File: src/rtl/dvs_ravens_pkg.sv
// Shared constants and types for the DVS AER receive path.
// Latency: n/a (types, constants and elaboration-time helpers only).
// Backpressure: n/a.
package dvs_ravens_pkg;

  localparam int TIMESTAMP_US_BITS = 32;

  // Channel-id field width; a single camera still carries a 1-bit id.
  function automatic int ch_bits(input int num_ch);
    return (num_ch > 1) ? $clog2(num_ch) : 1;
  endfunction

  // Event word: {chan, ts, x[8:0], y[9:0], pol}
  function automatic int mc_event_bits(input int num_ch);
    return ch_bits(num_ch) + TIMESTAMP_US_BITS + 9 + 10 + 1;
  endfunction

  localparam int MC_EVENT_BITS = mc_event_bits(4);

  typedef enum logic [1:0] {
    CH_IDLE    = 2'd0,
    CH_CAPTURE = 2'd1,
    CH_PEND    = 2'd2,
    CH_ACK     = 2'd3
  } ch_state_e;

endpackage

File: src/rtl/dvs_aer_mux_queue_if.sv
// AER camera handshake bundle plus the event-stream output of the queue.
// Latency: n/a (wiring only).
// Backpressure: evt_ready from the consumer; ack per channel towards the cameras.
interface dvs_aer_mux_queue_if #(
  parameter int NUM_CH = 4
);
  import dvs_ravens_pkg::*;

  localparam int EVT_W = mc_event_bits(NUM_CH);

  logic [NUM_CH*10-1:0] aer;
  logic [NUM_CH-1:0]    xsel;
  logic [NUM_CH-1:0]    req;
  logic [NUM_CH-1:0]    ack;
  logic [EVT_W-1:0]     evt_data;
  logic                 evt_valid;
  logic                 evt_ready;

  modport slave (
    input  aer, xsel, req, evt_ready,
    output ack, evt_data, evt_valid
  );

  modport master (
    output aer, xsel, req, evt_ready,
    input  ack, evt_data, evt_valid
  );

endinterface

File: src/rtl/dvs_aer_channel_rx.sv
// One AER channel: req synchroniser, 4-phase handshake FSM, y/x word capture.
// Latency: req rise -> ack after 3 edges (y word), >=4 edges (x word, waits for i_done).
// Backpressure: an x word sits in PEND with ack low until the top pushes or drops it.
module dvs_aer_channel_rx
  import dvs_ravens_pkg::*;
(
  input  logic                         clk,
  input  logic                         rst_n,
  input  logic                         i_req,
  input  logic [9:0]                   i_aer,
  input  logic                         i_xsel,
  input  logic [TIMESTAMP_US_BITS-1:0] i_time_us,
  input  logic                         i_done,
  output logic                         o_ack,
  output logic                         o_pend,
  output logic [8:0]                   o_x,
  output logic [9:0]                   o_y,
  output logic                         o_pol,
  output logic [TIMESTAMP_US_BITS-1:0] o_ts
);

  logic [1:0]                   r_sync;
  ch_state_e                    r_state;
  ch_state_e                    w_state_nxt;
  logic                         r_ack;
  logic [8:0]                   r_x;
  logic [9:0]                   r_y;
  logic                         r_pol;
  logic [TIMESTAMP_US_BITS-1:0] r_ts;

  // Two-flop synchroniser for the camera's asynchronous request
  always_ff @(posedge clk or negedge rst_n) begin
    if (!rst_n) r_sync <= 2'b00;
    else        r_sync <= {r_sync[0], i_req};
  end

  // State register; ack is registered from the next state so it tracks ACK exactly
  always_ff @(posedge clk or negedge rst_n) begin
    if (!rst_n) begin
      r_state <= CH_IDLE;
      r_ack   <= 1'b0;
    end else begin
      r_state <= w_state_nxt;
      r_ack   <= (w_state_nxt == CH_ACK);
    end
  end

  // Handshake next-state logic
  always_comb begin
    w_state_nxt = r_state;
    case (r_state)
      CH_IDLE:    if (r_sync[1]) w_state_nxt = CH_CAPTURE;
      CH_CAPTURE: w_state_nxt = i_xsel ? CH_PEND : CH_ACK;
      CH_PEND:    if (i_done) w_state_nxt = CH_ACK;
      CH_ACK:     if (!r_sync[1]) w_state_nxt = CH_IDLE;
      default:    w_state_nxt = CH_IDLE;
    endcase
  end

  // Sample the address word only in CAPTURE, where it is stable under req
  always_ff @(posedge clk or negedge rst_n) begin
    if (!rst_n) begin
      r_x   <= '0;
      r_y   <= '0;
      r_pol <= 1'b0;
      r_ts  <= '0;
    end else if (r_state == CH_CAPTURE) begin
      if (i_xsel) begin
        r_x   <= i_aer[9:1];
        r_pol <= i_aer[0];
        r_ts  <= i_time_us;
      end else begin
        r_y   <= i_aer;
      end
    end
  end

  assign o_ack  = r_ack;
  assign o_pend = (r_state == CH_PEND);
  assign o_x    = r_x;
  assign o_y    = r_y;
  assign o_pol  = r_pol;
  assign o_ts   = r_ts;

endmodule

File: src/rtl/dvs_aer_mux_queue.sv
// Merges NUM_CH AER cameras into one timestamped event stream via round-robin + FWFT queue.
// Latency: x word req rise -> event on evt_valid after edge 4 when uncontended and not full.
// Backpressure: full queue holds PEND channels (ack low), or drops and counts when DROP_ON_FULL=1.
module dvs_aer_mux_queue
  import dvs_ravens_pkg::*;
#(
  parameter int NUM_CH       = 4,
  parameter int FIFO_DEPTH   = 16,
  parameter int DROP_ON_FULL = 0
) (
  input  logic                         clk,
  input  logic                         rst_n,
  dvs_aer_mux_queue_if.slave           bus,
  input  logic [TIMESTAMP_US_BITS-1:0] time_us,
  output logic [$clog2(FIFO_DEPTH):0]  fifo_count,
  output logic [15:0]                  drop_count
);

  localparam int CH_BITS = ch_bits(NUM_CH);
  localparam int EVT_W   = mc_event_bits(NUM_CH);
  localparam int AW      = $clog2(FIFO_DEPTH);
  localparam int CNT_W   = AW + 1;

  logic [NUM_CH-1:0]            w_pend;
  logic [NUM_CH-1:0]            w_done;
  logic [NUM_CH-1:0]            w_ack;
  logic [8:0]                   w_x   [NUM_CH];
  logic [9:0]                   w_y   [NUM_CH];
  logic                         w_pol [NUM_CH];
  logic [TIMESTAMP_US_BITS-1:0] w_ts  [NUM_CH];

  logic [CH_BITS-1:0] r_rr_ptr;
  logic [CH_BITS-1:0] w_gnt_idx;
  logic [CH_BITS-1:0] w_ptr_nxt;
  logic               w_gnt_vld;

  logic [EVT_W-1:0]   r_mem [FIFO_DEPTH];
  logic [AW-1:0]      r_wr_ptr;
  logic [AW-1:0]      r_rd_ptr;
  logic [CNT_W-1:0]   r_count;
  logic [15:0]        r_drop_cnt;
  logic               w_full;
  logic               w_pop;
  logic               w_push;
  logic               w_drop;
  logic [EVT_W-1:0]   w_evt;

  for (genvar c = 0; c < NUM_CH; c++) begin : g_ch
    dvs_aer_channel_rx u_rx (
      .clk       (clk),
      .rst_n     (rst_n),
      .i_req     (bus.req[c]),
      .i_aer     (bus.aer[c*10 +: 10]),
      .i_xsel    (bus.xsel[c]),
      .i_time_us (time_us),
      .i_done    (w_done[c]),
      .o_ack     (w_ack[c]),
      .o_pend    (w_pend[c]),
      .o_x       (w_x[c]),
      .o_y       (w_y[c]),
      .o_pol     (w_pol[c]),
      .o_ts      (w_ts[c])
    );
  end

  // Channel index 'off' places after 'base', wrapping at NUM_CH
  function automatic logic [CH_BITS-1:0] rr_idx(input logic [CH_BITS-1:0] base, input int off);
    int sum;
    sum = (int'(base) + off) % NUM_CH;
    return sum[CH_BITS-1:0];
  endfunction

  // Round-robin pick: scan from the far end so the pointer's own channel wins last
  always_comb begin
    w_gnt_vld = 1'b0;
    w_gnt_idx = '0;
    for (int k = NUM_CH - 1; k >= 0; k--) begin
      if (w_pend[rr_idx(r_rr_ptr, k)]) begin
        w_gnt_vld = 1'b1;
        w_gnt_idx = rr_idx(r_rr_ptr, k);
      end
    end
  end

  assign w_ptr_nxt = rr_idx(w_gnt_idx, 1);
  assign w_full    = (r_count == CNT_W'(FIFO_DEPTH));
  assign w_pop     = bus.evt_ready && (r_count != '0);
  assign w_push    = w_gnt_vld && (!w_full || w_pop);
  assign w_drop    = (DROP_ON_FULL != 0) && w_gnt_vld && w_full && !w_pop;
  assign w_done    = (w_push || w_drop) ? (NUM_CH'(1) << w_gnt_idx) : '0;
  assign w_evt     = {w_gnt_idx, w_ts[w_gnt_idx], w_x[w_gnt_idx], w_y[w_gnt_idx], w_pol[w_gnt_idx]};

  // Queue storage carries no reset; occupancy alone says what is valid
  always_ff @(posedge clk) begin
    if (w_push) r_mem[r_wr_ptr] <= w_evt;
  end

  // Pointers, occupancy, arbiter pointer and saturating drop counter
  always_ff @(posedge clk or negedge rst_n) begin
    if (!rst_n) begin
      r_wr_ptr   <= '0;
      r_rd_ptr   <= '0;
      r_count    <= '0;
      r_rr_ptr   <= '0;
      r_drop_cnt <= '0;
    end else begin
      if (w_push) r_wr_ptr <= r_wr_ptr + AW'(1);
      if (w_pop)  r_rd_ptr <= r_rd_ptr + AW'(1);
      case ({w_push, w_pop})
        2'b10:   r_count <= r_count + CNT_W'(1);
        2'b01:   r_count <= r_count - CNT_W'(1);
        default: r_count <= r_count;
      endcase
      if (w_push || w_drop) r_rr_ptr <= w_ptr_nxt;
      if (w_drop && (r_drop_cnt != 16'hFFFF)) r_drop_cnt <= r_drop_cnt + 16'd1;
    end
  end

  assign bus.ack       = w_ack;
  assign bus.evt_data  = r_mem[r_rd_ptr];
  assign bus.evt_valid = (r_count != '0);
  assign fifo_count    = r_count;
  assign drop_count    = r_drop_cnt;

endmodule

File: src/flat_wrapper.sv
// flat-port wrapper written by rule: the top's interface ports become plain ports
module dvs_aer_mux_queue_flat import dvs_ravens_pkg::*;
#(
  parameter int NUM_CH       = 4,
  parameter int FIFO_DEPTH   = 16,
  parameter int DROP_ON_FULL = 0
)
  (clk, rst_n, time_us, fifo_count, drop_count, bus_aer, bus_xsel, bus_req, bus_evt_ready, bus_ack, bus_evt_data, bus_evt_valid);
  dvs_aer_mux_queue_if #(.NUM_CH(NUM_CH)) bus_i ();
  input  logic clk;
  input  logic rst_n;
  input  logic [TIMESTAMP_US_BITS-1:0] time_us;
  output logic [$clog2(FIFO_DEPTH):0] fifo_count;
  output logic [15:0] drop_count;
  input wire logic [$bits(bus_i.aer)-1:0] bus_aer;
  input wire logic [$bits(bus_i.xsel)-1:0] bus_xsel;
  input wire logic [$bits(bus_i.req)-1:0] bus_req;
  input wire logic [$bits(bus_i.evt_ready)-1:0] bus_evt_ready;
  output wire logic [$bits(bus_i.ack)-1:0] bus_ack;
  output wire logic [$bits(bus_i.evt_data)-1:0] bus_evt_data;
  output wire logic [$bits(bus_i.evt_valid)-1:0] bus_evt_valid;
  assign bus_i.aer = bus_aer;
  assign bus_i.xsel = bus_xsel;
  assign bus_i.req = bus_req;
  assign bus_i.evt_ready = bus_evt_ready;
  assign bus_ack = bus_i.ack;
  assign bus_evt_data = bus_i.evt_data;
  assign bus_evt_valid = bus_i.evt_valid;
  dvs_aer_mux_queue #(.NUM_CH(NUM_CH), .FIFO_DEPTH(FIFO_DEPTH), .DROP_ON_FULL(DROP_ON_FULL)) u_core (.clk(clk), .rst_n(rst_n), .bus(bus_i), .time_us(time_us), .fifo_count(fifo_count), .drop_count(drop_count));
endmodule
File: config.mk
export PLATFORM = sky130hd
export DESIGN_NAME = dvs_aer_mux_queue_flat
export DESIGN_NICKNAME = d
export VERILOG_FILES = /design/src/rtl/dvs_ravens_pkg.sv /design/src/rtl/dvs_aer_mux_queue_if.sv /design/src/rtl/dvs_aer_channel_rx.sv /design/src/rtl/dvs_aer_mux_queue.sv /design/src/flat_wrapper.sv
export SDC_FILE = /design/constraint.sdc
export NUM_CORES = 1
export LEC_CHECK = 0
export ABC_CLOCK_PERIOD_IN_PS = 7700
export CORE_MARGIN = 2
export CORE_UTILIZATION = 39
export CTS_BUF_LIST = sky130_fd_sc_hd__clkbuf_4 sky130_fd_sc_hd__clkbuf_8
export DETAILED_ROUTE_END_ITERATION = 12
export PLACE_DENSITY_LB_ADDON = 0.15
export SYNTH_ARGS = -nofsm -noshare
export SYNTH_HDL_FRONTEND = slang
export SYNTH_HIERARCHICAL = 1
export SYNTH_SLANG_ARGS = --single-unit
File: constraint.sdc
create_clock -name clk -period 7.7 [get_ports clk]
set_input_delay 1.54 -clock clk [delete_from_list [all_inputs] [get_ports clk]]
set_output_delay 1.54 -clock clk [all_outputs]
set_load 0.01 [all_outputs]
==> metrics.yaml, run 1 <==
run_status: "finished, final reports clean"
ys_ff_latch: 1107
r2r_slack_ns: 3.23
synth.distinct_cells: 50
drt_iter0_drc: 1757
fin_crit_ns: 5.64
clockBufferDepth: 3
max_stage_delay_ns: 0.97
rows: 124
via_per_inst: 5.23
vias: 20800
worstSkewPairLatency_ns: 0.82
avgSynthCellArea_um2: 21.9
rsz0062_at_grt: "false"
cap_violations: 0
io-pin-count: 163
htreeDepth: 4
cts-resized-gates: 0
start_util_pct: 39.2
cts-buffers-inserted: 178
async_flop_share_pct: 22.0
synth.cell_area_mm2: 0.0446
clock.fmax_mhz: 177
crit_required_ns: 6.16
syn_inst: 2034
grt_overflow_total: 0
post_drt_wl_per_cell_um: 26.8
crit_end: "bus_evt_data[52]"
clock-sinks: 1107
clock_tree.root_cell: "clkbuf_8"
dp.final_hpwl_um: 58400
crit_type: "flip-flop to primary output"
yosysWarnings: 6
finClkSkew_ns: 0.0290
setup_viol: 0
worst_setup_path_start_kind: "flip-flop"
dpl_cell_area_mm2: 0.0479
firstDrtPassIters: 5
setup-tns-final_ns: 0
cts_tree: "yes"
stdcell_area_mm2: 0.0514
portBuffers: 146
vdd_drop_max_uv: 443
r2r_cells: 8
track_usage_pct: 18.5
timing.final.hold_violations: 0
final-instance-count-excl-fill: 3979
ys.flop_type: "edfxtp_1"
drc: 0
clk_pin_slew_ns: 0.06
totalWireLength_um: 106000
drive_gt1_share_pct: 36.0
cp-startpoint: "u_core/r_rd_ptr[0]"
mostFrequentLayoutCells: "864 x edfxtp_1, 270 x mux4_2, 239 x dfrtp_1, 186 x clkbuf_8, 160 x mux2_4"
syn_to_final_growth_pct: 15.3
hold_buffers: 0
r2r_end: "u_core/r_mem[14][35]"
grt_max_degree: 126
die_w_um: 342
die_h_um: 342
grt_pass1_wl_um: 156000
fin_nets: 2426
cpMostUsedCell: "mux4_2"
die_area_mm2: 0.117
power_uw: 27200
synth-edff-count: 864
power_density_mw_per_mm2: 530
final_util_pct: 45.1
critical_path_peak_fanout: 72
globalplace.congestion: 0.724
relSlewSlack_pct: 8.26
drt.antenna.violating_nets: 0
cp_cell_sequence: "buf_12 > mux4_2 > mux4_2 > clkdlybuf4s50_1"
antenna_found_initial: 7
hold_path_class: "flip-flop to flip-flop"
slew_violations: 0
worst_pin_slew_ns: 1.34
arrival_ns: 4.10
final_common_cell: "edfxtp_1"
fin_crit_sh_pct: 73.2
hold_depth: 0
grt_pass1_vias: 22900
fillers: 9715
dp_cells: 3660
ys_seq_area_share_pct: 71.8
end_kind: "primary output"
post_cts_buffers: 0
core_mm2: 0.114
p_leak_uw: 0.0185
crit_slowest_cell: "dfrtp_4"
timing.rr.start: "u_core/g_ch[3].u_rx/r_state[0]"
## worst min path at each step
stage	slack [ns]	start	endpoint
after floorplan	0.33	u_core/g_ch[0].u_rx/r_sync[0]	u_core/g_ch[0].u_rx/r_sync[1]
after global placement	0.34	u_core/g_ch[3].u_rx/r_sync[0]	u_core/g_ch[3].u_rx/r_sync[1]
after detailed placement	0.33	u_core/g_ch[2].u_rx/r_sync[0]	u_core/g_ch[2].u_rx/r_sync[1]
after CTS	0.35	u_core/g_ch[3].u_rx/r_sync[0]	u_core/g_ch[3].u_rx/r_sync[1]
after global routing	0.36	u_core/g_ch[3].u_rx/r_sync[0]	u_core/g_ch[3].u_rx/r_sync[1]
final	0.34	u_core/g_ch[3].u_rx/r_sync[0]	u_core/g_ch[3].u_rx/r_sync[1]
## area by class of cell
class / count / area [µm²] / share of cell area, %
clock inverter: 45 / 258 / 0.501
multi-input combinational: 808 / 11900 / 23.1
antenna: 5 / 12.5 / 0.0243
inverter: 10 / 37.5 / 0.0730
sequential: 1107 / 32000 / 62.3
clock buffer: 267 / 3170 / 6.16
tap: 1512 / 1890 / 3.68
timing repair buffer: 225 / 2110 / 4.10
## synth_stat cells, drive strengths merged (2+ instances only)
| cell type | instances | share of area [%] |
|---|---|---|
| edfxtp | 864 | 58 |
| a21o | 3 | 0.050 |
| nand3 | 4 | 0.045 |
| o21ai | 12 | 0.13 |
| a21oi | 11 | 0.12 |
| mux2i | 158 | 3.5 |
| nor3b | 4 | 0.11 |
| or3b | 4 | 0.079 |
| and2b | 4 | 0.067 |
| dfrtp | 243 | 14 |
| and2 | 5 | 0.070 |
| nand4 | 3 | 0.042 |
| mux4 | 270 | 14 |
| mux2 | 208 | 6.6 |
| a221oi | 2 | 0.039 |
| nor4 | 2 | 0.076 |
| nand2 | 25 | 0.23 |
| nor2b | 5 | 0.070 |
| ha | 12 | 0.34 |
| inv | 10 | 0.084 |
| nor2 | 27 | 0.23 |
| or2 | 4 | 0.056 |
| xnor2 | 9 | 0.18 |
| buf | 90 | 1.8 |
| nor3 | 5 | 0.056 |
| nand2b | 3 | 0.042 |
| clkbuf | 34 | 0.29 |
## registers in the layout, indices dropped and copies added (netlist names)
signal,count
u_core/g_ch.u_rx/o_x,36
u_core/r_mem,864
u_core/g_ch.u_rx/r_state,8
u_core/r_wr_ptr,4
u_core/fifo_count,5
u_core/g_ch.u_rx/r_sync,8
u_core/r_rd_ptr,4
u_core/g_ch.u_rx/o_y,40
u_core/g_ch.u_rx/o_ack,4
u_core/g_ch.u_rx/o_pol,4
u_core/g_ch.u_rx/o_ts,128
u_core/r_rr_ptr,2
## stage by stage
step | hold WS (ns) | setup slack [ns]
after global placement | 0.337 | 2.81
after floorplan | 0.331 | 1.04
after global routing | 0.357 | 1.76
after CTS | 0.346 | 1.87
final | 0.345 | 2.06
after detailed placement | 0.335 | 2.82
## kinds of logic after synthesis
| logic type | after synthesis | share of synthesized area (%) |
|---|---|---|
| xor+xnor | 10 | 0.196 |
| fa+ha+maj | 13 | 0.382 |
| buf+inv | 134 | 2.14 |
| flops | 1107 | 71.8 |
| compound gates | 35 | 0.471 |
| other cells | 1 | 0.00841 |
| simple gates | 98 | 1.22 |
| mux | 636 | 23.8 |
## worst max-delay path: cells and delay by family (launching register included)
kind     cells  cell delay (ns)
buf+inv      2             1.08
mux          2             1.17
flops        1             0.97
## per-layer routing
metal | GRT usage (%) | wire length [µm]
met1 | 25.2 | 46700
met2 | 30.2 | 52700
met3 | 3.56 | 5070
met4 | 5.28 | 1980
met5 | 0 | 46
## report_power, final
group	internal, µW	switching [µW]
clock	2650	2230
combinational	4590	6190
sequential	10700	873
total	17900	9290
Note: power is estimated with default switching activity, not from simulation.
==> run 2, diff against run 1 <==
--- a/config.mk
+++ b/config.mk
@@ -5,7 +5,7 @@
 export SDC_FILE = /design/constraint.sdc
 export NUM_CORES = 1
 export LEC_CHECK = 0
-export ABC_CLOCK_PERIOD_IN_PS = 7700
+export ABC_CLOCK_PERIOD_IN_PS = 5000
 export CORE_MARGIN = 2
 export CORE_UTILIZATION = 39
 export CTS_BUF_LIST = sky130_fd_sc_hd__clkbuf_4 sky130_fd_sc_hd__clkbuf_8
==> constraint.sdc (replaced) <==
create_clock -name clk -period 5 [get_ports clk]
set_input_delay 1 -clock clk [delete_from_list [all_inputs] [get_ports clk]]
set_output_delay 1 -clock clk [all_outputs]
set_load 0.01 [all_outputs]
==> metrics.yaml, run 2 (synthesis gave the netlist of run 1 again) <==
worstSkewPairLatency_ns: 0.84  # +0.02 ns
rows: 124  # unchanged
via_per_inst: 5.21  # -0.28%
critical_path_depth: 4  # unchanged
grt_overflow_total: 0  # unchanged
htreeDepth: 4  # unchanged
drt_iter0_drc: 1633  # -7.1%
die_area_mm2: 0.117  # unchanged
r2r_cells: 7  # -1
arrival_ns: 3.71  # -0.39 ns
grt_pass1_vias: 23000  # +0.66%
die_h_um: 342  # unchanged
portBuffers: 146  # unchanged
p_leak_uw: 0.0189  # +1.9%
drt.antenna.violating_nets: 0  # unchanged
power.internal_uw: 28100  # +56%
crit_slowest_cell: "dfrtp_4"
clockBufferDepth: 3  # unchanged
fin_crit_sh_pct: 94.2
final_common_cell: "edfxtp_1"
relSlewSlack_pct: 8.58  # +0.32 points
use_met1_pct: 25.1  # -0.16 points
hold_path_class: "input port to asynchronous set/reset pin"
io-pin-count: 163  # unchanged
fin_crit_ns: 4.71
switching_power_uw: 14500  # +56%
mostFrequentLayoutCells: "864 x edfxtp_1, 270 x mux4_2, 239 x dfrtp_1, 195 x clkbuf_8, 160 x mux2_4"
fin_nets: 2454  # +1.2%
globalplace.congestion: 0.722  # -0.26%
vdd_drop_max_uv: 601  # +36%
setup_viol: 0  # unchanged
use_met3_pct: 3.61  # +0.044 points
firstDrtPassIters: 5  # unchanged
cap_violations: 0  # unchanged
grt_pass1_wl_um: 153000  # -1.8%
antenna_found_initial: 8  # +1
grt_max_degree: 79  # -37%
track_usage_pct: 17.9  # -0.53 points
syn_to_final_growth_pct: 16.9
crit_required_ns: 4.00  # -2.16 ns
cpMostUsedCell: "mux4_2"
post_drt_wl_per_cell_um: 25.7  # -4.1%
power_density_mw_per_mm2: 817  # +54%
drc: 0  # unchanged
regMostFlops: "u_core/r_mem"
worst_pin_slew_ns: 1.34  # +0.00688 ns
slew_violations: 0  # unchanged
seqPwrFrac_pct: 41.7  # -0.8 points
cts-buffers-inserted: 183  # +2.8%
timing.final.hold_violations: 0  # unchanged
dp.final_hpwl_um: 59500  # +1.9%
run_status: "finished, final reports clean"
worst_setup_path_start_kind: "flip-flop"
place_ws_ns: 0.844  # -1.97 ns
vias: 21000  # +0.77%
critical_path_peak_fanout: 22  # -69%
setup-tns-final_ns: 0  # unchanged
clock_tree.root_cell: "clkbuf_8"
drive_gt1_share_pct: 36.8  # +0.86 points
grt_busiest_layer: "met2"
clock-sinks: 1107  # unchanged
sw_frac_of_total_pct: 34.1  # about the same
clock.fmax_mhz: 212
die_w_um: 342  # unchanged
core_mm2: 0.114  # unchanged
end_kind: "primary output"
cp_cell_sequence: "buf_4 > mux4_2 > mux4_2 > clkdlybuf4s50_1"
crit_type: "flip-flop to primary output"
crit_family: "multiplexers"
start_util_pct: 39.2  # unchanged
r2r_slack_ns: 1.58  # -1.65 ns
hold_buffers: 0  # unchanged
clock_power_share_pct: 18.5  # +0.6 points
clk_pin_slew_ns: 0.06  # about the same
fillers: 9582  # -1.4%
power_frac_comb_pct: 39.8  # +0.2 points
largest_reg_flops: 864  # unchanged
post_cts_buffers: 0  # unchanged
path_buf_inv: 2  # unchanged
max_stage_delay_ns: 0.78  # -0.19 ns
cts_tree: "yes"
grt_util_met2_pct: 28.7  # -1.5 points
finClkSkew_ns: 0.0402  # +0.0112 ns
final.setup.worst_slack_ns: 0.290  # -1.77 ns
totalWireLength_um: 103000  # -3.1%
rsz0062_at_grt: "false"
-- run 2: final cells by class --
type / instances / area, µm² / share of cell area (%)
flip-flops and latches: 1107 / 32000 / 61.4
multi-input cells: 808 / 11900 / 22.8
clock buffers: 261 / 3180 / 6.10
repair buffers: 248 / 2590 / 4.97
well taps: 1512 / 1890 / 3.63
clock inverters: 71 / 490 / 0.941
inverters: 10 / 37.5 / 0.0720
diodes: 4 / 10.0 / 0.0192
-- run 2: final timing paths --
kind / from / endpoint
max: u_core/r_rd_ptr[0] / bus_evt_data[44]
min: rst_n / u_core/g_ch[3].u_rx/o_ts[13]
max reg2reg: u_core/g_ch[2].u_rx/r_state[0] / u_core/r_mem[10][27]
min reg2reg: u_core/g_ch[0].u_rx/r_sync[0] / u_core/g_ch[0].u_rx/r_sync[1]
max in group asynchronous: rst_n / u_core/g_ch[2].u_rx/o_y[3]
min in group clk: u_core/g_ch[0].u_rx/r_sync[0] / u_core/g_ch[0].u_rx/r_sync[1]
-- run 2: timing repair --
item | 4_1_cts | 5_1_grt
gates resized for setup | 0 | 1
hold endpoints to repair | 0 | 0
setup endpoints to repair | 0 | 4
-- run 2: power groups by stage --
| stage | clock network, µW | logic, µW | registers (µW) |
|---|---|---|---|
| 3_5_place_dp | 0 | 17200 | 18000 |
| 4_1_cts | 8130 | 17200 | 17800 |
| 5_1_grt | 8530 | 18300 | 18000 |
| 2_1_floorplan | 0 | 10400 | 17400 |
| 3_3_place_gp | 0 | 16800 | 17800 |
| 6_report | 7880 | 17000 | 17800 |
-- run 2: metal layers --
metal,vias to the layer above,share of wire [%]
met5,-,0.050
met4,8,1.6
met3,142,4.9
met2,525,49
met1,11300,45
li1,8945,-
-- run 2: per-stage QoR --
| stage | util (%) | instance area [µm²] | hold slack [ns] | instances | power, µW |
|---|---|---|---|---|---|
| global placement | 42.5 | 48400 | 0.336 | 3684 | 34500 |
| floorplan | - | 44700 | 0.331 | 2049 | 27700 |
| finish | 45.8 | 52100 | 0.0919 | 4021 | 42600 |
| CTS | 45.7 | 52100 | 0.00721 | 4016 | 43100 |
| detailed placement | 42.5 | 48400 | 0.336 | 3684 | 35100 |
| global route | 45.8 | 52100 | 0.0450 | 4020 | 44800 |
